==> config.mk <==
export PLATFORM = sky130hd
export DESIGN_NAME = gpio_in
export DESIGN_NICKNAME = d
export VERILOG_FILES = /design/src/rtl/gpio_pkg.sv /design/src/rtl/gpio_in_filter.sv /design/src/rtl/gpio_in.sv
export SDC_FILE = /design/constraint.sdc
export NUM_CORES = 1
export LEC_CHECK = 0
export BUFFER_PORTS_ARGS = -buffer_cell sky130_fd_sc_hd__buf_4
export CORE_MARGIN = 2
export CORE_UTILIZATION = 35
export CTS_BUF_LIST = sky130_fd_sc_hd__clkbuf_8 sky130_fd_sc_hd__clkbuf_16
export CTS_CLUSTER_DIAMETER = 200
export CTS_CLUSTER_SIZE = 40
export DETAILED_ROUTE_END_ITERATION = 12
export MAX_ROUTING_LAYER = met4
export PLACE_DENSITY_LB_ADDON = 0.12
export SYNTH_ARGS = -nofsm -noshare
export SYNTH_HDL_FRONTEND = slang
export SYNTH_SLANG_ARGS = --single-unit
export TNS_END_PERCENT = 20
==> constraint.sdc <==
create_clock -name clk -period 1.2 [get_ports clk]
set_input_delay 0.24 -clock clk [delete_from_list [all_inputs] [get_ports clk]]
set_output_delay 0.24 -clock clk [all_outputs]
set_load 0.005 [all_outputs]
==> src/rtl/gpio_pkg.sv <==
// Shared GPIO peripheral constants: block base addresses and gpio_in register offsets.
package gpio_pkg;

   localparam logic [31:0] GPIO_OUT_BASE = 32'h0000_0400;
   localparam logic [31:0] GPIO_IN_BASE  = 32'h0000_0410;

   localparam logic [3:0] GPIO_IN_PIN_OFS  = 4'h0;
   localparam logic [3:0] GPIO_IN_RISE_OFS = 4'h4;
   localparam logic [3:0] GPIO_IN_FALL_OFS = 4'h8;
   localparam logic [3:0] GPIO_IN_IE_OFS   = 4'hC;

   // True when addr falls in the 16-byte register window starting at base.
   function automatic logic in_window(input logic [31:0] addr, input logic [31:0] base);
      return addr[31:4] == base[31:4];
   endfunction

endpackage

==> src/rtl/gpio_in_filter.sv <==
// One-bit pin conditioner: synchroniser chain plus optional debouncer (GPIO_IN_DEBOUNCE_EN).
// stable_nxt_c is the value stable takes on the next edge, used for same-edge edge detection.
module gpio_in_filter #(
   parameter int unsigned SYNC_STAGES     = 2,
   parameter int unsigned DEBOUNCE_CYCLES = 16
) (
   input  logic clk,
   input  logic rst_n,
   input  logic pin,
   output logic stable,
   output logic stable_nxt_c
);

   logic [SYNC_STAGES-1:0] sync_q;
   logic                   sync;

   always_ff @(posedge clk or negedge rst_n) begin
      if (!rst_n) sync_q <= '0;
      else        sync_q <= {sync_q[SYNC_STAGES-2:0], pin};
   end

   assign sync = sync_q[SYNC_STAGES-1];

`ifdef GPIO_IN_DEBOUNCE_EN
   localparam int unsigned CNT_W = $clog2(DEBOUNCE_CYCLES + 1);

   logic [CNT_W-1:0] cnt_q;
   logic [CNT_W-1:0] cnt_c;

   // A new level is accepted only after it has differed from stable for DEBOUNCE_CYCLES cycles.
   always_comb begin
      cnt_c        = '0;
      stable_nxt_c = stable;
      if (sync != stable) begin
         if (cnt_q == CNT_W'(DEBOUNCE_CYCLES - 1)) stable_nxt_c = sync;
         else                                      cnt_c        = cnt_q + CNT_W'(1);
      end
   end

   always_ff @(posedge clk or negedge rst_n) begin
      if (!rst_n) cnt_q <= '0;
      else        cnt_q <= cnt_c;
   end
`else
   logic [31:0] unused_db_len;
   assign unused_db_len = 32'(DEBOUNCE_CYCLES);

   always_comb stable_nxt_c = sync;
`endif

   always_ff @(posedge clk or negedge rst_n) begin
      if (!rst_n) stable <= 1'b0;
      else        stable <= stable_nxt_c;
   end

endmodule

==> src/rtl/gpio_in.sv <==
// Input GPIO: per-pin filter, sticky RISE/FALL W1C flags, IE mask, bus register window and irq.
// Debouncing is enabled by defining GPIO_IN_DEBOUNCE_EN.
module gpio_in
   import gpio_pkg::*;
#(
   parameter logic [31:0] BASE_ADDR       = GPIO_IN_BASE,
   parameter int unsigned WIDTH           = 8,
   parameter int unsigned SYNC_STAGES     = 2,
   parameter int unsigned DEBOUNCE_CYCLES = 16
) (
   input  logic             clk,
   input  logic             rst_n,
   input  logic [WIDTH-1:0] pins,
   input  logic             r_en,
   input  logic [31:0]      r_addr,
   output logic [31:0]      r_data,
   input  logic             w_en,
   input  logic [31:0]      w_addr,
   input  logic [31:0]      w_data,
   output logic             irq
);

   logic [WIDTH-1:0] stable;
   logic [WIDTH-1:0] stable_nxt_c;
   logic [WIDTH-1:0] rise_q;
   logic [WIDTH-1:0] fall_q;
   logic [WIDTH-1:0] ie_q;
   logic [WIDTH-1:0] rise_clr_c;
   logic [WIDTH-1:0] fall_clr_c;
   logic [WIDTH-1:0] rise_set_c;
   logic [WIDTH-1:0] fall_set_c;
   logic             ie_we_c;
   logic             w_hit_c;
   logic [31:0]      rdata_c;
   logic [31:0]      unused_wdata;

   assign unused_wdata = w_data;

   for (genvar i = 0; i < int'(WIDTH); i++) begin : g_bit
`ifdef GPIO_IN_DEBOUNCE_EN
      gpio_in_filter #(
         .SYNC_STAGES     (SYNC_STAGES),
         .DEBOUNCE_CYCLES (DEBOUNCE_CYCLES)
      ) u_filter (
         .clk          (clk),
         .rst_n        (rst_n),
         .pin          (pins[i]),
         .stable       (stable[i]),
         .stable_nxt_c (stable_nxt_c[i])
      );
`else
      gpio_in_filter #(
         .SYNC_STAGES     (SYNC_STAGES),
         .DEBOUNCE_CYCLES (DEBOUNCE_CYCLES)
      ) u_filter (
         .clk          (clk),
         .rst_n        (rst_n),
         .pin          (pins[i]),
         .stable       (stable[i]),
         .stable_nxt_c (stable_nxt_c[i])
      );
`endif
   end

   // Edges are taken from the incoming stable value so flags set on the edge stable changes.
   always_comb begin
      rise_set_c = stable_nxt_c & ~stable;
      fall_set_c = ~stable_nxt_c & stable;
      w_hit_c    = w_en && in_window(w_addr, BASE_ADDR);
      rise_clr_c = '0;
      fall_clr_c = '0;
      ie_we_c    = 1'b0;
      if (w_hit_c) begin
         case (w_addr[3:0])
            GPIO_IN_RISE_OFS: rise_clr_c = w_data[WIDTH-1:0];
            GPIO_IN_FALL_OFS: fall_clr_c = w_data[WIDTH-1:0];
            GPIO_IN_IE_OFS:   ie_we_c    = 1'b1;
            default:          ;
         endcase
      end
   end

   always_comb begin
      rdata_c = '0;
      if (r_en && in_window(r_addr, BASE_ADDR)) begin
         case (r_addr[3:0])
            GPIO_IN_PIN_OFS:  rdata_c = 32'(stable);
            GPIO_IN_RISE_OFS: rdata_c = 32'(rise_q);
            GPIO_IN_FALL_OFS: rdata_c = 32'(fall_q);
            GPIO_IN_IE_OFS:   rdata_c = 32'(ie_q);
            default:          rdata_c = '0;
         endcase
      end
   end

   // Set has priority over a same-cycle W1C.
   always_ff @(posedge clk or negedge rst_n) begin
      if (!rst_n) begin
         rise_q <= '0;
         fall_q <= '0;
         ie_q   <= '0;
         r_data <= '0;
         irq    <= 1'b0;
      end else begin
         rise_q <= (rise_q & ~rise_clr_c) | rise_set_c;
         fall_q <= (fall_q & ~fall_clr_c) | fall_set_c;
         if (ie_we_c) ie_q <= w_data[WIDTH-1:0];
         r_data <= rdata_c;
         irq    <= |((rise_q | fall_q) & ie_q);
      end
   end

endmodule

# --- Yosys cells after proc, flatten, opt, wreduce, memory -nomap -nowiden ---
# Cells that the tools add are included.
totals:
  regBits: 81
  output_inout_bits: 33
classes:
  n_eq_ne: 8
  mux: 8
  bitwise: 12
  reduce_logical: 4
op_table:
  columns: ["cell", "n"]
  rows:
  - ["$eq 28x7->1 const B", 2]
  - ["$and 8x8->8", 5]
  - ["$mux 8", 5]
  - ["$not 8->8", 4]
  - ["$pmux 8 s4", 1]
  - ["$or 8x8->8", 3]
  - ["$eq 4x4->1 const B", 4]
  - ["$eq 4x3->1 const B", 2]
  - ["$reduce_or 8->1", 1]
  - ["$logic_not 4->1", 1]
  - ["$logic_and 1x1->1", 2]
  - ["$mux 1", 2]

# --- Longest topological paths before layout ---
logic_depth:
  ltp_word: 6
  ltp_mapped: 5
  depth_no_buf: 4

# --- By module ---
# A second synthesis with hierarchy kept.
hier_totals:
  cells_unflattened: 203
  hier_area_um2: 2598.7
by_module_without_submodules:
  columns: ["mod", "instances", "cells_per_inst", "area_per_inst_um2", "seq_area_each_um2"]
  rows:
  - ["gpio_in", 1, 179, 1998.2, 825.8]
  - ["gpio_in_filter", 8, 3, 75.1, 75.1]

# --- Least setup slack after synthesis ---
# OpenSTA, ideal clock, no wires.
synth_path:
  path_type: "input -> register"
  start: "input w_addr[21]"
  end: "register ie_q[1]"
  setup_ns: 0.125
  arrival_ns: 1.462
  required_time_ns: 1.075
  setup_slack_ns: -0.387
  cell_stages: 4
  path_buffers: 0
  path_cell_list: "nor4_2 nand4_2 nor3_4 mux2_2"
synth_via:
  elab_chain_len: 3
synth_lines:
  columns: ["element", "line_no", "source"]
  rows:
  - ["start: declaration", "gpio_in.sv:18", "input logic [31:0] w_addr,"]
  - ["$eq 28x7->1", "gpio_pkg.sv:14", "return addr[31:4] == base[31:4];"]
  - ["$logic_and 1x1->1", "gpio_in.sv:69", "w_hit_c = w_en && in_window(w_addr, BASE_ADDR);"]
  - ["$mux 1", "gpio_in.sv:73", "if (w_hit_c) begin"]
  - ["end signal: assignment", "gpio_in.sv:107", "if (ie_we_c) ie_q <= w_data[WIDTH-1:0];"]
  - ["end: declaration", "gpio_in.sv:27", "logic [WIDTH-1:0] ie_q;"]
# No other way between the ends.
# A chain may end at the register's enable or synchronous reset.

# --- Final worst setup path ---
# Same ends and word-level chain as after synthesis.

==> summary.md <==
| Metric | Value |
|---|---|
| Layout cells sized above 1 | 48.0% |
| Max frequency | 740 MHz |
| All-Layer GR Usage | 15.8% |
| Row count | 31 |
| DP Area | between 0.003 and 0.004 mm^2 |
| Final #Nets | 430 |
| Sequential share of the synthesized area | 54.9% |
| Crit-path leading delay family | simple AND/OR/NAND/NOR gates |
| Final Critical Period | approximately 1.4 ns |
| Post-route ant nets | 0 |
| Design area | 0.00384 mm^2 |
| Cells after DPL | 399 |
| H-tree Lvls | 3 |
| Drt drc | 0 |
| Setup-failing EPs final | 24 |
| Max Slew Vio Count | 0 |
| Initial antenna violation count | 0 |
| CP required | 1.41 ns |
| Synth warnings | 0 |
| Detailed Route WL | 6.05 mm |
| Final WS setup | -0.150 ns |
| Crit Path Max Fanout | 8 |
| Final Hold Viols | 0 |
| Min-Delay Path Class | in2reg |
| Post-DR wirelength/cell | 14.3 um |
| CTS sink cnt | 57 |
| CP arrival | 1.56 ns |
| Vias | 2039 |
| Yosys cell types | 30 |
| Unrepaired setup endpoints after global routing | true |
| Initial core utilization | ~36% |
| Die area | 0.00813 mm^2 |
| Post-Layout Cell Count | 424 |
| DIE HEIGHT | 90.2 um |
| First-pass GRT wire length | about 10 mm |
| Vias in the first global route | 2088 |
| Post-layout util | roughly 53% |
| Final critical-path share of the clock period | 113% |
| Main synth FF type | dfrtp_1 |
| I/O pin cnt | 141 |
| Setup slack, reg-to-reg | ~0.020 ns |
| Post-synth EDFFs | 0 |
| Setup Crit Path Kind | in2reg |
| VDD IR-drop max | approximately 0.57 mV |
| Clk buf depth | 2 |
| Buf/Inv on CP | 2 |
| Mapped Cells | 203 |
| Power density over cell area | 1080 mW/mm^2 |
| Max Cap Viol | 0 |
| Avg Cell Area, Syn | 12.8 um^2 |
| DP HPWL | ~4.2 mm |
| Startpoint Class | primary input |
| Largest net degree at the start of global routing | a little under 60 |
| Lkg Pwr | between 1.5 and 2 nW |
| Slowest Stage Delay on Critical Path | ~0.3 ns |
| Worst-Skew Late Latency | 0.33 ns |
| Drt via density | roughly 4.8 |
| Worst-path clk slew | ~0.060 ns |
| Die Wd | 90.2 um |
| Async S/R FF share, synth | 100% |
| Status | complete, but fails checks |
| CP Cell Sequence | buf_4, nor4_4, nand4_4, nor3_4, buf_12, mux2_4 |
| Initial DRC Count | between 100 and 150 |
| Diode count | 0 |
| Yosys reg bits | between 50 and 60 |
| CTS tree | yes |
| GP Congestion | 0.821 |
| Cell Area, Synth | 0.00260 mm^2 |
| I/O Buffers | 92 |
| Worst Setup End Kind | flop |
| TritonCTS buffer count | 9 |
| Violated checks | setup timing |
| Fillers | approximately 680 |
| First-pass DRT Iterations | 4 |
| Slowest library cell on the worst path | nor4_4 |
| P&R area growth vs syn | 47.9% |
| Setup Skew | 0.00764 ns |
| Clock Root Buffer | clkbuf_8 |
| Core area | between 0.007 and 0.008 mm^2 |
| GRT overflow | 0 |
## timing repair
| item | 4_1_cts | 5_1_grt |
|---|---|---|
| setup endpoints to repair | 25 | 30 |
| hold buffers | 8 | 0 |
| hold endpoints to repair | 64 | 0 |
| cloned | 1 | 0 |
| gates resized for setup | 22 | 25 |
| pin swaps | 11 | 8 |
| setup buffers | 1 | 1 |
## synthesized netlist by cell type (all sizes together) (2+ instances only)
cell type  instances  area [um^2]
o31ai              8         60.1
o21ai             16         80.1
mux2               8         90.1
nor2b             10         62.6
nor3               2         21.3
clkbuf             2         7.51
buf               28          210
mux4               8          180
nor4               9          105
inv                8         30.0
nor4b              4         50.1
nand2             17         63.8
dfrtp             57         1430
or3                8         50.1
a22o               8         70.1
nand4              5         52.6
## logic make-up (layout without fill, tap and decap cells)
family,Yosys count,in the layout,share of synthesized area [%]
and+or+nand+nor,59,59,16.9
AOI/OAI and AO/OA,32,32,8.09
DFF,57,57,54.9
other,1,24,0.144
muxes,16,16,10.4
buffers and inverters,38,137,9.53
## layout make-up
cell class | instances | area [um^2] | share of cell area (%)
sequential | 57 | 1430 | 37.1
timing repair buffer | 115 | 961 | 25.0
clock inverter | 4 | 45.0 | 1.17
tap | 99 | 124 | 3.22
multi-input combinational | 131 | 1120 | 29.1
inverter | 8 | 30.0 | 0.781
clock buffer | 10 | 138 | 3.58
## final timing paths
| check | from | to | cells after the start |
|---|---|---|---|
| setup / recovery | w_addr[21] | ie_q[1]$_DFFE_PN0P_ | 6 |
| hold / removal | pins[2] | g_bit[2].u_filter.sync_q[0]$_DFF_PN0_ | 1 |
| setup reg to reg | fall_q[5]$_DFF_PN0_ | r_data[5]$_DFF_PN0_ | 3 |
| hold reg to reg | g_bit[1].u_filter.sync_q[0]$_DFF_PN0_ | g_bit[1].u_filter.sync_q[1]$_DFF_PN0_ | 0 |
| max in group asynchronous | rst_n | fall_q[1]$_DFF_PN0_ | 3 |
| min in group asynchronous | rst_n | g_bit[5].u_filter.sync_q[0]$_DFF_PN0_ | 3 |
## worst register-to-register path, cell delays in order, from the launching register on
cell     delay, ns
dfrtp_1       0.39
buf_6         0.12
mux4_2        0.43
nor2b_1       0.14
## per-stage QoR
step | TNS, ns | setup WS (ns) | hold slack (ns) | total power [mW]
2_1_floorplan | -7.67 | -0.359 | -0.0556 | 2.19
3_3_place_gp | -13.74 | -0.537 | 0.252 | 2.43
4_1_cts | -2.20 | -0.158 | 0.00461 | 4.18
6_report | -2.65 | -0.150 | 0.0231 | 4.13
3_5_place_dp | -14.17 | -0.563 | 0.250 | 2.44
5_1_grt | -4.13 | -0.210 | 0.00144 | 4.31
## layout by cell type, fill, tap and decap left out, drive strengths merged
master	synthesis	layout
and4	1	1
bufinv	0	1
nor4b	4	4
inv	8	8
or2	1	1
clkinv	0	3
clkbuf	2	10
or4	1	1
mux4	8	8
or3	8	8
nor4	9	9
mux2	8	8
dlygate4sd3	0	8
and4bb	1	1
conb	1	24
o21ai	16	16
nand4	5	5
a22o	8	8
nor2b	10	10
nor3	2	2
o31ai	8	8
nand2	17	17
dfrtp	57	57
buf	28	107
## flip-flops by register name, summed over array words and instances (netlist names)
| name | cells |
|---|---|
| g_bit.u_filter.sync_q | 16 |
| irq | 1 |
| r_data | 8 |
| ie_q | 8 |
| rise_q | 8 |
| g_bit.u_filter.stable | 8 |
| fall_q | 8 |
## per-layer routing
| metal | track usage [%] | vias to the layer above | wire length (um) |
|---|---|---|---|
| li1 | - | 923 | - |
| met1 | 18.5 | 1004 | 2470 |
| met2 | 24.6 | 106 | 2970 |
| met3 | 6.45 | 6 | 543 |
| met4 | 5.64 | 0 | 59 |
| met5 | - | - | 0 |
## report_power, final
group	switching (mW)	internal [mW]	leakage, nW
sequential	0.0220	1.96	0.657
clock	0.705	0.980	0.0978
combinational	0.183	0.279	1.02
total	0.910	3.22	1.78
Note: power is estimated with default switching activity, not from simulation.
